<file path="config.mk">
export PLATFORM = sky130hd
export DESIGN_NAME = block_pixel_fetch
export DESIGN_NICKNAME = d
export VERILOG_FILES = /design/src/rtl/image_pkg.sv /design/src/rtl/fetch_tag_pipe.sv /design/src/rtl/block_pixel_fetch.sv
export SDC_FILE = /design/constraint.sdc
export NUM_CORES = 1
export LEC_CHECK = 0
export CORE_ASPECT_RATIO = 0.9
export CORE_UTILIZATION = 29
export CTS_CLUSTER_SIZE = 16
export DETAILED_ROUTE_END_ITERATION = 16
export DONT_BUFFER_PORTS = 1
export GPL_TIMING_DRIVEN = 0
export PLACE_DENSITY = 0.45
export SETUP_SLACK_MARGIN = 0.1
export SLEW_MARGIN = 10
export SYNTH_ARGS = -nofsm -noshare
export SYNTH_HDL_FRONTEND = slang
export SYNTH_HIERARCHICAL = 1
export SYNTH_SLANG_ARGS = --single-unit
</file>
<file path="constraint.sdc">
create_clock -name clk -period 27.9 [get_ports clk]
set_clock_uncertainty 0.15 [all_clocks]
set_input_delay 4.185 -clock clk [delete_from_list [all_inputs] [get_ports clk]]
set_output_delay 4.185 -clock clk [all_outputs]
set_load 0.1 [all_outputs]
</file>
<file path="src/rtl/image_pkg.sv">
// ---------------------------------------------------------------------------
// image_pkg
// Shared frame/block geometry for the image pipeline, the block-fetch FSM
// state type, and the helper that turns a block coordinate into the pixel
// coordinate of the block's top-left corner.
// ---------------------------------------------------------------------------
package image_pkg;

  localparam int FRAME_DIM       = 240;
  localparam int BLOCK_DIM       = 4;
  localparam int BLOCKS_PER_SIDE = 60;
  localparam int PIXEL_W         = 9;

  // Largest legal block coordinate along either axis.
  localparam int MAX_BLOCK_COORD = BLOCKS_PER_SIDE - 1;

  // One spare bit above the frame size so an out-of-range 7-bit block
  // coordinate still forms its full 4*b origin without wrapping.
  localparam int ADDR_W = $clog2(FRAME_DIM) + 1;

  localparam int BLOCK_PIXELS = BLOCK_DIM * BLOCK_DIM;

  typedef enum logic [1:0] {
    IDLE,
    ISSUE,
    DRAIN,
    DONE
  } fetch_state_t;

  // 4*b formed by shifting the low 7 bits of the coordinate.
  function automatic logic [ADDR_W-1:0] blockOrigin(input logic [6:0] b);
    return {b, 2'b00};
  endfunction

endpackage

</file>
<file path="src/rtl/fetch_tag_pipe.sv">
// ---------------------------------------------------------------------------
// fetch_tag_pipe
// Delay line that carries a valid bit and a 4-bit pixel index alongside an
// outstanding memory read, so the tag pops out in the same cycle the read
// data arrives.
//
// Ports:
//   clk       - rising-edge clock
//   reset_n   - synchronous active-low reset, empties the line
//   i_valid   - an address is being issued this cycle
//   i_index   - pixel index (0..15) of that address
//   o_valid   - valid bit delayed by DEPTH cycles
//   o_index   - index delayed by DEPTH cycles
// ---------------------------------------------------------------------------
module fetch_tag_pipe #(
  parameter int DEPTH = 2
) (
  input  logic       clk,
  input  logic       reset_n,
  input  logic       i_valid,
  input  logic [3:0] i_index,
  output logic       o_valid,
  output logic [3:0] o_index
);

  logic [DEPTH-1:0] r_valid;
  logic [3:0]       r_index [DEPTH];

  // Plain shift register; clearing the valid bits on reset discards any
  // reads still in flight.
  always_ff @(posedge clk) begin
    if (!reset_n) begin
      r_valid <= '0;
      for (int k = 0; k < DEPTH; k++) begin
        r_index[k] <= '0;
      end
    end else begin
      r_valid[0] <= i_valid;
      r_index[0] <= i_index;
      for (int k = 1; k < DEPTH; k++) begin
        r_valid[k] <= r_valid[k-1];
        r_index[k] <= r_index[k-1];
      end
    end
  end

  assign o_valid = r_valid[DEPTH-1];
  assign o_index = r_index[DEPTH-1];

endmodule

</file>
<file path="src/rtl/block_pixel_fetch.sv">
// ---------------------------------------------------------------------------
// block_pixel_fetch
// Reads one 4x4 pixel block from frame memory. On an accepted start the
// block coordinate is latched, 16 pixel addresses are issued on consecutive
// cycles in raster order, the returning data is collected in working
// registers, and the whole block is published on pixel_0..pixel_f together
// with a one-cycle done pulse. The published pixels stay put until the next
// done pulse.
//
// Ports:
//   clk, reset_n            - clock and synchronous active-low reset
//   start                   - fetch request, only looked at in IDLE
//   block_x, block_y        - block coordinate (0..59)
//   mem_pixel_data          - read data, MEM_LATENCY cycles after its address
//   mem_request             - address valid this cycle
//   mem_hcount, mem_vcount  - pixel address
//   busy                    - fetch in progress
//   done                    - one-cycle completion pulse
//   range_err               - latched coordinate was out of range
//   pixel_0..pixel_f        - block pixels, index = 4*row + col
//
// Build option: define BLOCK_FETCH_CLAMP_EN to clamp coordinates above 59
// to 59 and flag range_err; otherwise coordinates are used as given and
// range_err stays low.
// ---------------------------------------------------------------------------
module block_pixel_fetch
  import image_pkg::*;
#(
  parameter int MEM_LATENCY = 2
) (
  input  logic               clk,
  input  logic               reset_n,
  input  logic               start,
  input  logic [7:0]         block_x,
  input  logic [7:0]         block_y,
  input  logic [PIXEL_W-1:0] mem_pixel_data,
  output logic               mem_request,
  output logic [ADDR_W-1:0]  mem_hcount,
  output logic [ADDR_W-1:0]  mem_vcount,
  output logic               busy,
  output logic               done,
  output logic               range_err,
  output logic [PIXEL_W-1:0] pixel_0,
  output logic [PIXEL_W-1:0] pixel_1,
  output logic [PIXEL_W-1:0] pixel_2,
  output logic [PIXEL_W-1:0] pixel_3,
  output logic [PIXEL_W-1:0] pixel_4,
  output logic [PIXEL_W-1:0] pixel_5,
  output logic [PIXEL_W-1:0] pixel_6,
  output logic [PIXEL_W-1:0] pixel_7,
  output logic [PIXEL_W-1:0] pixel_8,
  output logic [PIXEL_W-1:0] pixel_9,
  output logic [PIXEL_W-1:0] pixel_a,
  output logic [PIXEL_W-1:0] pixel_b,
  output logic [PIXEL_W-1:0] pixel_c,
  output logic [PIXEL_W-1:0] pixel_d,
  output logic [PIXEL_W-1:0] pixel_e,
  output logic [PIXEL_W-1:0] pixel_f
);

  fetch_state_t       r_state;
  logic               r_memRequest;
  logic [ADDR_W-1:0]  r_memHcount;
  logic [ADDR_W-1:0]  r_memVcount;
  logic [ADDR_W-1:0]  r_baseX;
  logic [ADDR_W-1:0]  r_baseY;
  logic [3:0]         r_issueIdx;
  logic               r_busy;
  logic               r_done;
  logic               r_rangeErr;
  logic [PIXEL_W-1:0] r_work  [BLOCK_PIXELS];
  logic [PIXEL_W-1:0] r_pixel [BLOCK_PIXELS];

  logic               w_tagValid;
  logic [3:0]         w_tagIdx;
  logic [3:0]         w_nextIdx;
  logic [7:0]         w_latchX;
  logic [7:0]         w_latchY;
  logic               w_rangeHit;
  logic               w_unused;

`ifdef BLOCK_FETCH_CLAMP_EN
  assign w_latchX   = (block_x > 8'(MAX_BLOCK_COORD)) ? 8'(MAX_BLOCK_COORD) : block_x;
  assign w_latchY   = (block_y > 8'(MAX_BLOCK_COORD)) ? 8'(MAX_BLOCK_COORD) : block_y;
  assign w_rangeHit = (block_x > 8'(MAX_BLOCK_COORD)) || (block_y > 8'(MAX_BLOCK_COORD));
`else
  assign w_latchX   = block_x;
  assign w_latchY   = block_y;
  assign w_rangeHit = 1'b0;
`endif

  // Bit 7 of a coordinate drops out of the 4*b origin by design.
  assign w_unused  = w_latchX[7] ^ w_latchY[7];

  assign w_nextIdx = r_issueIdx + 4'd1;

  // The tag pipe is fed from the registered request/index, so its output
  // lines up with the data for the address that was on the bus DEPTH
  // cycles earlier.
  fetch_tag_pipe #(
    .DEPTH(MEM_LATENCY)
  ) u_tagPipe (
    .clk    (clk),
    .reset_n(reset_n),
    .i_valid(r_memRequest),
    .i_index(r_issueIdx),
    .o_valid(w_tagValid),
    .o_index(w_tagIdx)
  );

  // Returning read data lands in its working slot whenever a tag emerges.
  always_ff @(posedge clk) begin
    if (!reset_n) begin
      for (int k = 0; k < BLOCK_PIXELS; k++) begin
        r_work[k] <= '0;
      end
    end else if (w_tagValid) begin
      r_work[w_tagIdx] <= mem_pixel_data;
    end
  end

  // Fetch FSM. The address for the next index is registered one cycle
  // ahead so the bus shows index i exactly while that index is current.
  // On leaving DRAIN the last pixel is still on mem_pixel_data, so it is
  // published straight from the bus rather than from its working slot.
  always_ff @(posedge clk) begin
    if (!reset_n) begin
      r_state      <= IDLE;
      r_memRequest <= 1'b0;
      r_memHcount  <= '0;
      r_memVcount  <= '0;
      r_baseX      <= '0;
      r_baseY      <= '0;
      r_issueIdx   <= '0;
      r_busy       <= 1'b0;
      r_done       <= 1'b0;
      r_rangeErr   <= 1'b0;
      for (int k = 0; k < BLOCK_PIXELS; k++) begin
        r_pixel[k] <= '0;
      end
    end else begin
      r_done <= 1'b0;
      unique case (r_state)
        IDLE: begin
          if (start) begin
            r_state      <= ISSUE;
            r_busy       <= 1'b1;
            r_memRequest <= 1'b1;
            r_issueIdx   <= '0;
            r_baseX      <= blockOrigin(w_latchX[6:0]);
            r_baseY      <= blockOrigin(w_latchY[6:0]);
            r_memHcount  <= blockOrigin(w_latchX[6:0]);
            r_memVcount  <= blockOrigin(w_latchY[6:0]);
            r_rangeErr   <= w_rangeHit;
          end
        end
        ISSUE: begin
          if (r_issueIdx == 4'hF) begin
            r_state      <= DRAIN;
            r_memRequest <= 1'b0;
          end else begin
            r_issueIdx  <= w_nextIdx;
            r_memHcount <= r_baseX + {{(ADDR_W-2){1'b0}}, w_nextIdx[1:0]};
            r_memVcount <= r_baseY + {{(ADDR_W-2){1'b0}}, w_nextIdx[3:2]};
          end
        end
        DRAIN: begin
          if (w_tagValid && (w_tagIdx == 4'hF)) begin
            r_state <= DONE;
            r_done  <= 1'b1;
            for (int k = 0; k < BLOCK_PIXELS - 1; k++) begin
              r_pixel[k] <= r_work[k];
            end
            r_pixel[BLOCK_PIXELS-1] <= mem_pixel_data;
          end
        end
        DONE: begin
          r_state <= IDLE;
          r_busy  <= 1'b0;
        end
        default: r_state <= IDLE;
      endcase
    end
  end

  assign mem_request = r_memRequest;
  assign mem_hcount  = r_memHcount;
  assign mem_vcount  = r_memVcount;
  assign busy        = r_busy;
  assign done        = r_done;
  assign range_err   = r_rangeErr;

  assign pixel_0 = r_pixel[0];
  assign pixel_1 = r_pixel[1];
  assign pixel_2 = r_pixel[2];
  assign pixel_3 = r_pixel[3];
  assign pixel_4 = r_pixel[4];
  assign pixel_5 = r_pixel[5];
  assign pixel_6 = r_pixel[6];
  assign pixel_7 = r_pixel[7];
  assign pixel_8 = r_pixel[8];
  assign pixel_9 = r_pixel[9];
  assign pixel_a = r_pixel[10];
  assign pixel_b = r_pixel[11];
  assign pixel_c = r_pixel[12];
  assign pixel_d = r_pixel[13];
  assign pixel_e = r_pixel[14];
  assign pixel_f = r_pixel[15];

endmodule

</file>
; Word level (Yosys, flattened, before mapping)
; Memory sizes are Yosys's and may differ from the RTL's.
; Index checks and enable logic that the tools add are counted.
[totals]
ram_bits = 296
output_inout_bits = 166
elab_cells = 100
n_memories = 3
input_bits = 28
reg_bits = 43
[op_classes]
bitwise_logic = 18
n_addsub = 3
eq_ne = 9
n_mux = 47
n_reduce_logical = 10
[memory_table]
columns = name, depth, word_bits, rd, rd_clocked_by_memory_dff, write_ports, line
row1 = r_pixel, 16, 9, 16, 0, 16, block_pixel_fetch.sv:72  ; logic [PIXEL_W-1:0] r_pixel [BLOCK_PIXELS];
row2 = r_work, 16, 9, 15, 0, 16, block_pixel_fetch.sv:71  ; logic [PIXEL_W-1:0] r_work [BLOCK_PIXELS];
row3 = u_tagPipe.r_index, 2, 4, 2, 0, 2, fetch_tag_pipe.sv:27  ; logic [3:0] r_index [DEPTH];
[ops]
columns = cell, count
row1 = $mux 9, 21
row2 = $pmux 9 s2, 2
row3 = $mux 4, 5
row4 = $add 9x2->9, 2
row5 = $or 1x1->1, 18
row6 = $mux 1, 12
row7 = $reduce_and 3->1, 3
row8 = $reduce_or 9->1, 1
row9 = $eq 4x4->1 const B, 2
row10 = $ne 2x2->1 const B, 4
row11 = $pmux 2 s4, 1
row12 = $pmux 4 s2, 1
row13 = $mux 2, 3
row14 = $add 4x1->4 const B, 1
row15 = $eq 2x2->1 const B, 2
row16 = $pmux 1 s2, 2
row17 = $reduce_and 2->1, 2
row18 = $reduce_bool 2->1, 2
row19 = $eq 2x1->1 const B, 1
row20 = $logic_not 2->1, 1
row21 = $logic_and 1x1->1, 1

; Longest topological paths before layout
; An unclocked memory read counts as a cell.
[logic_depth]
ltp_word = 8
depth_mapped = 7
depth_no_buf = 6

; Modules after synthesis
; The synthesis kept the hierarchy.
[by_module_without_submodules]
columns = mod, instances, cells_each, seq_area_each_um2, area_per_inst_um2
row1 = block_pixel_fetch, 1, 808, 9118.7, 12024.0
row2 = fetch_tag_pipe, 1, 24, 200.2, 292.8

; Least setup slack after synthesis
; OpenSTA, ideal clock, no wires.
[synth_path]
kind = register to register
startpoint = mem u_tagPipe.r_index[1][0], in the netlist u_tagPipe/r_index[0][4]
endpoint = mem r_pixel[0][0] (enable)
setup_slack_ns = 15.986
path_stages_with_launch = 6
required_time_ns = 26.903
t_arrival_ns = 10.918
path_cell_list = dfxtp_1 buf_4 clkbuf_2 and3_1 nand3_1 o21ai_0
[synth_rtl]
columns = item, line
row1 = "start, declared", fetch_tag_pipe.sv:27
row2 = "end, declared", block_pixel_fetch.sv:72

==> results.json <==
{
  "synthesis.area_um2": 12300,
  "die-height_um": 198,
  "antenna_found_initial": 4,
  "wl_um": 29100,
  "placement.io_buffers": 0,
  "dp_hpwl_um": 19100,
  "whs_endpoint": "u_tagPipe/r_valid[1]$_SDFF_PN0_",
  "first_pass_iters": 5,
  "holdBufCountCts": 0,
  "outcome": "finished, final reports clean",
  "setup_slack_ns": 21.64,
  "ir_drop_uv": 59.7,
  "synth_edf_count": 279,
  "worstPathRequired_ns": 28.04,
  "ant_nets": 0,
  "overflow": 0,
  "drive_gt1_frac": 0.0906,
  "critPathLaunchType": "input port",
  "synth_area_leader_cell": "edfxtp_1",
  "period_share": 0.224,
  "holdWs_ns": 0.271,
  "syn_nets": 865,
  "clk-insertion-delay-late_ns": 0.53,
  "final_cell_mix": "and2_1, edfxtp_1, dfxtp_1, clkbuf_16, nand2_1",
  "r2r_cells": 4,
  "syn-instance-count": 832,
  "ys_types": 34,
  "ys_seq_elements": 326,
  "wl_per_cell_um": 20.1,
  "grt_pass1_vias": 6301,
  "hp-start": "u_tagPipe/r_valid[0]$_SDFF_PN0_",
  "hp-class": "reg2reg",
  "cts_post_setup_buffers_inserted": 0,
  "drc": 0,
  "cp.arrival_ns": 6.41,
  "drtIter0Drc": 360,
  "num_vias": 6258,
  "rows": 71,
  "grt_pass1_wl_um": 42300,
  "synth.area.top_cells": "edfxtp_1, and2_1, dfxtp_1",
  "p_leak_nw": 5.24,
  "ys.warnings.count": 6,
  "worstHoldPathCells": 1,
  "die_w_um": 219,
  "cts_tree": "yes",
  "cts_root_buffer": "clkbuf_16",
  "path_max_fanout": 29,
  "htree_levels": 2,
  "final_common_cell": "and2_1",
  "coreArea_um2": 41800,
  "netlist.area_leader.share": 0.680,
  "setup_violations": 0,
  "rsz0062_at_grt": "no",
  "grt_max_degree": 30,
  "hold_violations": 0,
  "report.power.total_mw": 1.33,
  "r2r_end": "r_work[8][3]$_SDFFCE_PN0P_",
  "dpl_worst_slack_ns": 20.97,
  "synthArstFlopShare": 0,
  "cts_inserted_buffers": 37,
  "clock-sinks": 326,
  "dieArea_um2": 43300,
  "grtUsageTotal": 0.137,
  "gp_congestion": 0.719,
  "tightest_slew_ns": 1.15,
  "area_growth_pct": 17.1,
  "rr_startpoint": "u_tagPipe/r_index[0][6]$_SDFF_PN0_",
  "ys.flop_type": "edfxtp_1",
  "max_slew_margin": 0.226,
  "vias_per_cell": 4.31,
  "ios": 194,
  "rrSetupSlack_ns": 24.93,
  "p_per_area_nw_per_um2": 92.4,
  "antenna_cells": 0,
  "slew_viol_final": 0,
  "cts.path.max_buffers": 3,
  "maxCapViolCount": 0,
  "max_freq_mhz": 160,
  "ctsResizeCount": 0,
  "cp-end-kind": "register",
  "min_period_ns": 6.26,
  "fin_nets": 911,
  "start_util": 0.294,
  "synth.yosys.seq_area_share": 0.757,
  "syn_area_per_cell_um2": 14.8,
  "fin_setup_tns_ns": 0,
  "path_class": "in2reg",
  "clkTransAtPathRegs_ns": 0.06
}
## area by class of cell
cell class	instances	area (µm²)
Fill cell	4067	27400
Sequential cell	326	9320
Multi-Input combinational cell	457	2790
Clock buffer	46	981
Tap cell	547	684
Clock inverter	20	268
Buffer	44	200
Timing Repair Buffer	7	158
Inverter	5	18.8
## routing by layer
| metal | global-route usage | wire length (µm) | up-vias |
|---|---|---|---|
| li1 | - | - | 2999 |
| met5 | 0 | 0 | - |
| met3 | 0.0360 | 1690 | 53 |
| met2 | 0.219 | 13700 | 172 |
| met4 | 0.0543 | 848 | 0 |
| met1 | 0.175 | 12900 | 3034 |
## worst max-delay path, cell delays in order
cell and delay (ns):
clkbuf_1 0.45, clkbuf_1 0.72, o21ai_4 0.37, buf_16 0.28, buf_16 0.18, buf_12 0.18
## how the worst max path moves through the flow
stage,slack [ns],from,to
CTS,21.56,reset_n,r_pixel[0][69]$_SDFFCE_PN0P_
global placement,10.55,u_tagPipe/r_index[0][4]$_SDFF_PN0_,r_pixel[0][23]$_SDFFCE_PN0P_
detailed placement,20.97,reset_n,r_pixel[0][54]$_SDFFCE_PN0P_
finish,21.64,reset_n,r_pixel[0][26]$_SDFFCE_PN0P_
global route,21.43,reset_n,r_pixel[0][35]$_SDFFCE_PN0P_
floorplan,15.99,u_tagPipe/r_index[0][4]$_SDFF_PN0_,r_pixel[0][0]$_SDFFCE_PN0P_
## report_power, final
part           internal (mW)  total (mW)  switching, mW  leakage, nW
clock                  0.306       0.504          0.198        0.600
combinational         0.0331      0.0956         0.0625         1.38
sequential             0.563       0.733          0.170         3.26
total                  0.902        1.33          0.431         5.24
## cells by family after synthesis
group | count (synthesis) | share of synthesized area
buf+inv | 49 | 0.0178
simple gates | 381 | 0.181
other cells | 1 | 0.000304
mux | 15 | 0.0122
flops | 326 | 0.757
fa+ha+maj | 5 | 0.00508
compound gates | 55 | 0.0268
## Yosys cell counts (2+ instances only)
| master | number |
|---|---|
| mux2i_1 | 15 |
| buf_4 | 5 |
| ha_1 | 5 |
| buf_2 | 4 |
| nand4_1 | 2 |
| nor3_1 | 3 |
| edfxtp_1 | 279 |
| a211oi_1 | 15 |
| clkbuf_1 | 26 |
| nand3_1 | 3 |
| inv_1 | 4 |
| nand2b_1 | 7 |
| clkbuf_2 | 9 |
| nor2_1 | 31 |
| and2_1 | 290 |
| nand2_1 | 35 |
| a21oi_1 | 19 |
| dfxtp_1 | 47 |
| nand4b_1 | 3 |
| o21ai_0 | 15 |
| and3_1 | 2 |
## per-stage QoR
step	area [µm²]	std cells	utilization
detailed placement	13200	1386	0.315
global route	14400	1452	0.345
finish	14400	1452	0.345
global placement	13000	1379	0.311
CTS	14400	1452	0.345
floorplan	12300	832	-
## sequential cells by signal, indices dropped and copies added, names as in the netlist, 7 cells and up
signal	flops
r_baseX	7
mem_vcount	9
r_baseY	7
r_pixel	144
r_work	135
mem_hcount	9
u_tagPipe/r_index	8
No activity file was read; power rests on OpenSTA's default activity.
